`src/rtl/axis_route_cfg_sched_pkg.sv`:
```
// rtl/axis_route_cfg_sched_pkg.sv - shared route word layout and slot state types
package lynxTypes;

    localparam int ROUTE_BITS      = 8;
    localparam int ROUTE_HOST_LSB  = 0;
    localparam int ROUTE_DTU_LSB   = 2;
    localparam int ROUTE_DEST_BITS = 2;

    typedef enum logic [0:0] {
        SLOT_IDLE  = 1'b0,
        SLOT_DRAIN = 1'b1
    } slot_state_e;

    // Only the two tdest fields may be populated; upper bits are reserved.
    function automatic logic route_legal(input logic [ROUTE_BITS-1:0] r);
        return r[ROUTE_BITS-1:ROUTE_DTU_LSB+ROUTE_DEST_BITS] == '0;
    endfunction

endpackage

```
`src/rtl/axis_route_cfg_sched_slot.sv`:
```
// rtl/axis_route_cfg_sched_slot.sv - per-region route holder applying updates at packet boundaries
module route_cfg_slot
    import lynxTypes::*;
#(
    parameter int                    TIMEOUT_CYCLES = 4096,
    parameter logic [ROUTE_BITS-1:0] DEFAULT_ROUTE  = 8'h00
) (
    input  logic                  aclk,
    input  logic                  aresetn,
    input  logic                  host_tvalid,
    input  logic                  host_tready,
    input  logic                  host_tlast,
    input  logic                  dtu_tvalid,
    input  logic                  dtu_tready,
    input  logic                  dtu_tlast,
    input  logic                  wr_en,
    input  logic [ROUTE_BITS-1:0] wr_route,
    input  logic                  err_clr,
    output logic                  idle,
    output logic [ROUTE_BITS-1:0] route,
    output logic                  hold,
    output logic                  upd_done,
    output logic                  err_timeout
);

    localparam int CNT_MAX = (TIMEOUT_CYCLES > 0) ? TIMEOUT_CYCLES : 1;
    localparam int CNT_W   = $clog2(CNT_MAX + 1);
    localparam logic [CNT_W-1:0] CNT_TOP = CNT_W'(CNT_MAX);
    localparam logic [CNT_W-1:0] CNT_PRE = CNT_W'(CNT_MAX - 1);

    slot_state_e           state;
    logic [ROUTE_BITS-1:0] pend_route;
    logic [CNT_W-1:0]      drain_cnt;
    logic                  host_inflight;
    logic                  dtu_inflight;
    logic                  quiet;
    logic                  timeout_hit;

    // Current-cycle tvalid counts, so a back-to-back packet start blocks the apply.
    assign quiet = !host_inflight && !host_tvalid && !dtu_inflight && !dtu_tvalid;
    assign idle  = (state == SLOT_IDLE);
    assign hold  = (state == SLOT_DRAIN);

    assign timeout_hit = (TIMEOUT_CYCLES != 0) && (state == SLOT_DRAIN) && !quiet
                         && (drain_cnt == CNT_PRE);

    always_ff @(posedge aclk or negedge aresetn) begin
        if (!aresetn) begin
            host_inflight <= 1'b0;
            dtu_inflight  <= 1'b0;
        end else begin
            if (host_tvalid && host_tready) host_inflight <= !host_tlast;
            if (dtu_tvalid && dtu_tready)   dtu_inflight  <= !dtu_tlast;
        end
    end

    always_ff @(posedge aclk or negedge aresetn) begin
        if (!aresetn) begin
            state      <= SLOT_IDLE;
            pend_route <= DEFAULT_ROUTE;
            route      <= DEFAULT_ROUTE;
            drain_cnt  <= '0;
            upd_done   <= 1'b0;
        end else begin
            upd_done <= 1'b0;
            case (state)
                SLOT_IDLE: begin
                    if (wr_en) begin
                        pend_route <= wr_route;
                        drain_cnt  <= '0;
                        state      <= SLOT_DRAIN;
                    end
                end
                SLOT_DRAIN: begin
                    if (quiet) begin
                        route    <= pend_route;
                        upd_done <= 1'b1;
                        state    <= SLOT_IDLE;
                    end else if (drain_cnt != CNT_TOP) begin
                        drain_cnt <= drain_cnt + 1'b1;
                    end
                end
                default: state <= SLOT_IDLE;
            endcase
        end
    end

    // A timeout landing in the same cycle as a clear takes priority.
    always_ff @(posedge aclk or negedge aresetn) begin
        if (!aresetn) begin
            err_timeout <= 1'b0;
        end else if (timeout_hit) begin
            err_timeout <= 1'b1;
        end else if (err_clr) begin
            err_timeout <= 1'b0;
        end
    end

endmodule

```
`src/rtl/axis_route_cfg_sched.sv`:
```
// rtl/axis_route_cfg_sched.sv - route update sequencer for the per-region vFPGA data switch
module axis_route_cfg_sched
    import lynxTypes::*;
#(
    parameter int                    N_ID           = 3,
    parameter int                    TIMEOUT_CYCLES = 4096,
    parameter logic [ROUTE_BITS-1:0] DEFAULT_ROUTE  = 8'h00,
    localparam int                   REG_W          = (N_ID > 1) ? $clog2(N_ID) : 1
) (
    input  logic                                aclk,
    input  logic                                aresetn,
    input  logic                                cfg_valid,
    output logic                                cfg_ready,
    input  logic [REG_W-1:0]                    cfg_region,
    input  logic [ROUTE_BITS-1:0]               cfg_route,
    output logic                                cfg_err,
    input  logic [N_ID-1:0]                     host_tvalid,
    input  logic [N_ID-1:0]                     host_tready,
    input  logic [N_ID-1:0]                     host_tlast,
    input  logic [N_ID-1:0]                     dtu_tvalid,
    input  logic [N_ID-1:0]                     dtu_tready,
    input  logic [N_ID-1:0]                     dtu_tlast,
    output logic [N_ID-1:0][ROUTE_BITS-1:0]     route_out,
    output logic [N_ID-1:0]                     hold,
    output logic [N_ID-1:0]                     upd_done,
    output logic [N_ID-1:0]                     err_timeout,
    input  logic [N_ID-1:0]                     err_clr
);

    logic [N_ID-1:0] slot_idle;
    logic [N_ID-1:0] wr_en;
    logic            region_ok;
    logic            legal;
    logic            ready_sel;

    // Illegal requests are always consumed so a bad write cannot stall the port.
    always_comb begin
        region_ok = 1'b0;
        ready_sel = 1'b1;
        wr_en     = '0;
        for (int i = 0; i < N_ID; i++) begin
            if (cfg_region == REG_W'(i)) begin
                region_ok = 1'b1;
                ready_sel = slot_idle[i];
            end
        end
        legal     = region_ok && route_legal(cfg_route);
        cfg_ready = legal ? ready_sel : 1'b1;
        for (int i = 0; i < N_ID; i++) begin
            wr_en[i] = cfg_valid && legal && slot_idle[i] && (cfg_region == REG_W'(i));
        end
    end

    always_ff @(posedge aclk or negedge aresetn) begin
        if (!aresetn) cfg_err <= 1'b0;
        else          cfg_err <= cfg_valid && !legal;
    end

    for (genvar g = 0; g < N_ID; g++) begin : g_slot
        route_cfg_slot #(
            .TIMEOUT_CYCLES (TIMEOUT_CYCLES),
            .DEFAULT_ROUTE  (DEFAULT_ROUTE)
        ) u_slot (
            .aclk        (aclk),
            .aresetn     (aresetn),
            .host_tvalid (host_tvalid[g]),
            .host_tready (host_tready[g]),
            .host_tlast  (host_tlast[g]),
            .dtu_tvalid  (dtu_tvalid[g]),
            .dtu_tready  (dtu_tready[g]),
            .dtu_tlast   (dtu_tlast[g]),
            .wr_en       (wr_en[g]),
            .wr_route    (cfg_route),
            .err_clr     (err_clr[g]),
            .idle        (slot_idle[g]),
            .route       (route_out[g]),
            .hold        (hold[g]),
            .upd_done    (upd_done[g]),
            .err_timeout (err_timeout[g])
        );
    end

endmodule

```
`config.mk`:
```
export PLATFORM = sky130hd
export DESIGN_NAME = axis_route_cfg_sched
export DESIGN_NICKNAME = d
export VERILOG_FILES = /design/src/rtl/axis_route_cfg_sched_pkg.sv /design/src/rtl/axis_route_cfg_sched_slot.sv /design/src/rtl/axis_route_cfg_sched.sv
export SDC_FILE = /design/constraint.sdc
export NUM_CORES = 1
export LEC_CHECK = 0
export CAP_MARGIN = 20
export CORE_ASPECT_RATIO = 1.4
export CORE_MARGIN = 3
export CORE_UTILIZATION = 29
export DETAILED_ROUTE_END_ITERATION = 16
export RECOVER_POWER = 50
export SLEW_MARGIN = 25
export SYNTH_ARGS = -nofsm -noshare
export SYNTH_HDL_FRONTEND = slang
export SYNTH_SLANG_ARGS = --single-unit
```
`constraint.sdc`:
```
create_clock -name aclk -period 2.63 [get_ports aclk]
set_input_delay 0.526 -clock aclk [delete_from_list [all_inputs] [get_ports aclk]]
set_output_delay 0.526 -clock aclk [all_outputs]
set_load 0.01 [all_outputs]
```
==> out/metrics.yaml, run 1 <==
multi_input_area_um2: 2010
dieArea_um2: 18200
crit_path_start_kind: "input pin"
r2r_start: "g_slot[2].u_slot.drain_cnt[0]$_DFFE_PN0P_"
hold_viol: 0
cts.clk_slew.worst_paths_ns: 0.07
clock_latency_ns: 0.34
port_buffers: 68
seq_power_share: 0.508
post_cts_buffers: 0
final_max_slew_viol_count: 0
cts_tree: "built"
cts-resized-gates: 0
num-nets-final: 554
timing.hold.ws_ns: 0.433
yosys.area_share.xor_xnor: 0.00546
wl_met1_um: 4660
antenna_found_initial: 0
final_cells: 719
dr.pass1.iters: 4
worst_slew_pin_slew_ns: 1.20
fin_skew_ns: 0.00473
avgViaCountPerCell: 5.04
vias: 3626
drt-initial-drc-count: 170
hold_class: "input pin to async pin"
p_leak_uw: 0.00263
grt_max_degree: 48
place.gp.congestion: 0.820
synthesis.nets: 486
ys_top_cells_by_area: "dfrtp_1 54%, mux2_2 5.9%, nand2_1 5.3%"
core-area_um2: 16200
syn2layout_area_growth_pct: 24.2
post-place-ws_ns: -0.00297
grt-ovfl-total: 0
wire_per_inst_um: 15.2
yosysTopAreaCellShare: 0.536
dpl-instance-area_um2: 5710
root_buffer: "clkbuf_16"
detail_route.wirelength_um: 10900
crit_fanout: 5
p_clk_frac: 0.366
crit_path_end: "cfg_ready"
synth-simple-area-share: 0.216
std_cell_rows: 55
r2r_cells: 6
min_period_ns: 2.49
async_flop_share: 1.00
ys_seq_area_frac: 0.536
max_slew_margin: 0.197
hpwl_um: 7960
max_freq_mhz: 401
synth_cells: 446
ys_types: 45
io_pins: 69
cp-startpoint: "cfg_region[0]"
ys_warn_count: 0
top_layer: "met4"
fin_crit_sh: 0.949
status: "completed"
avgSynthCellArea_um2: 10.8
p_int_uw: 2680
combPwrFrac: 0.125
clk_path_buf_depth: 2
cellPowerDensity_nw_per_um2: 610
ant_nets: 0
dr_wl_met2_um: 5580
setup.reg_to_reg.worst_slack_ns: 0.49
power.switching_uw: 966
cts.htree.levels: 3
grt_util_all_layers: 0.125
die_w_um: 115
yosys.area_share.adder: 0.0156
rsz0062_at_grt: "false"
synthFlopType: "dfrtp_1"
required_ns: 2.10
cp_data_arrival_time_ns: 1.97
synthMuxAreaShare: 0.0876
ys_ff_latch: 103
criticalPathCategory: "input pin to output pin"
cts.sink_count: 103
rr_endpoint: "g_slot[2].u_slot.drain_cnt[12]$_DFFE_PN0P_"
placed_cells_incl_taps: 702
postCtsHoldBufs: 0
drc: 0
setup_violations: 0
p_sw_frac: 0.265
die_h_um: 158
synth-compound-area-share: 0.0941
initial_core_util: 0.296
first_global_vias: 3675
num-fill-cells: 1625
seq_area_um2: 2580
drive_gt1_frac: 0.119
synth_largest_area_cell: "dfrtp_1"
drv_cap: 0
critPathCaptureType: "output pin"
wl_met3_um: 489
synth_top_family_by_area: "simple AND/OR/NAND/NOR gates"
cts_buffers: 9
synth_edf_count: 0
syn_area_um2: 4810
grt_pass1_wl_um: 18100
worst_slack_ns: 0.135
fin_area_um2: 5980
finalPower_uw: 3650
ir_worst_vdd_v: 0.000282
## synthesized netlist by cell type, drive strengths merged, types with 7 or more instances
master	count
dfrtp	103
nand2	68
a21oi	27
mux2	25
inv	21
or4	20
o31ai	18
and2	16
buf	15
nand3	15
nor4	15
mux2i	14
clkbuf	9
nor2	8
and4	7
## worst min-delay path by stage
stage                                          startpoint                                    endpoint  slack (ns)  cells past startpoint
5_1_grt        g_slot[2].u_slot.pend_route[0]$_DFFE_PN0P_  g_slot[2].u_slot.pend_route[0]$_DFFE_PN0P_        0.50                      2
3_3_place_gp   g_slot[2].u_slot.pend_route[0]$_DFFE_PN0P_  g_slot[2].u_slot.pend_route[0]$_DFFE_PN0P_        0.46                      2
4_1_cts                                           aresetn       g_slot[2].u_slot.route[7]$_DFFE_PN0P_        0.23                      1
6_report                                          aresetn  g_slot[2].u_slot.pend_route[1]$_DFFE_PN0P_        0.43                      1
3_5_place_dp   g_slot[2].u_slot.pend_route[0]$_DFFE_PN0P_  g_slot[2].u_slot.pend_route[0]$_DFFE_PN0P_        0.46                      2
2_1_floorplan                                     aresetn                           cfg_err$_DFF_PN0_        0.23                      0
## logic make-up (layout without fill, tap and decap cells)
kind of cell             after synthesis  after routing
AND/OR/NAND/NOR                      183            183
flip-flops                           103            103
AO/OA/AOI/OAI                         67             67
buffers and inverters                 45            118
multiplexers                          39             39
adder cells (fa/ha/maj)                6              6
XOR/XNOR                               3              3
other                                  0              1
## stage by stage
step	setup TNS [ns]	util
detailed placement	-0.00297	0.351
global route	0	0.368
global placement	0	0.351
floorplan	0	-
finish	0	0.368
CTS	0	0.370
## metal layers
| metal | vias to the layer above | global-route usage |
|---|---|---|
| li1 | 1742 | - |
| met1 | 1783 | 0.154 |
| met2 | 89 | 0.214 |
| met3 | 12 | 0.0270 |
| met4 | 0 | 0.0447 |
| met5 | - | 0 |
## critical path, stage by stage
cell	delay [ns]
clkdlybuf4s50_1	0.55
mux2i_1	0.19
o21ai_0	0.09
nand2_1	0.08
clkdlybuf4s50_1	0.53
## power groups by stage
stage          clock network, uW  registers [uW]  logic, uW
6_report                    1340            1850        457
5_1_grt                     1440            1880        523
4_1_cts                     1380            1850        473
3_5_place_dp                   0            1880        472
3_3_place_gp                   0            1880        453
2_1_floorplan                  0            1840        274
## layout by cell type, fill, tap and decap left out, types with 9 or more instances in the layout
cell type | synthesis | final
nand3_1 | 15 | 15
and2_1 | 15 | 15
dfrtp_1 | 103 | 103
clkbuf_16 | 0 | 9
or4_1 | 20 | 20
mux2i_1 | 14 | 14
nand2_1 | 68 | 68
o31ai_1 | 18 | 18
a21oi_1 | 27 | 27
clkdlybuf4s50_1 | 0 | 59
buf_4 | 10 | 10
nor4_1 | 14 | 14
inv_1 | 21 | 21
mux2_2 | 25 | 25
## layout make-up
class                   count  share of cell area
well taps                 199              0.0417
inverters                  21              0.0132
multi-input cells         298               0.336
clock inverters             6              0.0100
flip-flops and latches    103               0.431
diodes                      1            0.000419
repair buffers             81               0.128
clock buffers              10              0.0400
## sequential cells by signal (all words and copies together), names as in the netlist, 3 cells and up
signal,flops
g_slot.u_slot.host_inflight,3
g_slot.u_slot.err_timeout,3
g_slot.u_slot.route,24
g_slot.u_slot.upd_done,3
g_slot.u_slot.pend_route,24
g_slot.u_slot.drain_cnt,39
g_slot.u_slot.hold,3
g_slot.u_slot.dtu_inflight,3
(Power assumes the default switching activity.)
==> run 2: changes to the inputs <==
- CAP_MARGIN: 20 -> 40
==> results of run 2 <==
The final DEF is identical to that of run 1; final timing and power are the same.
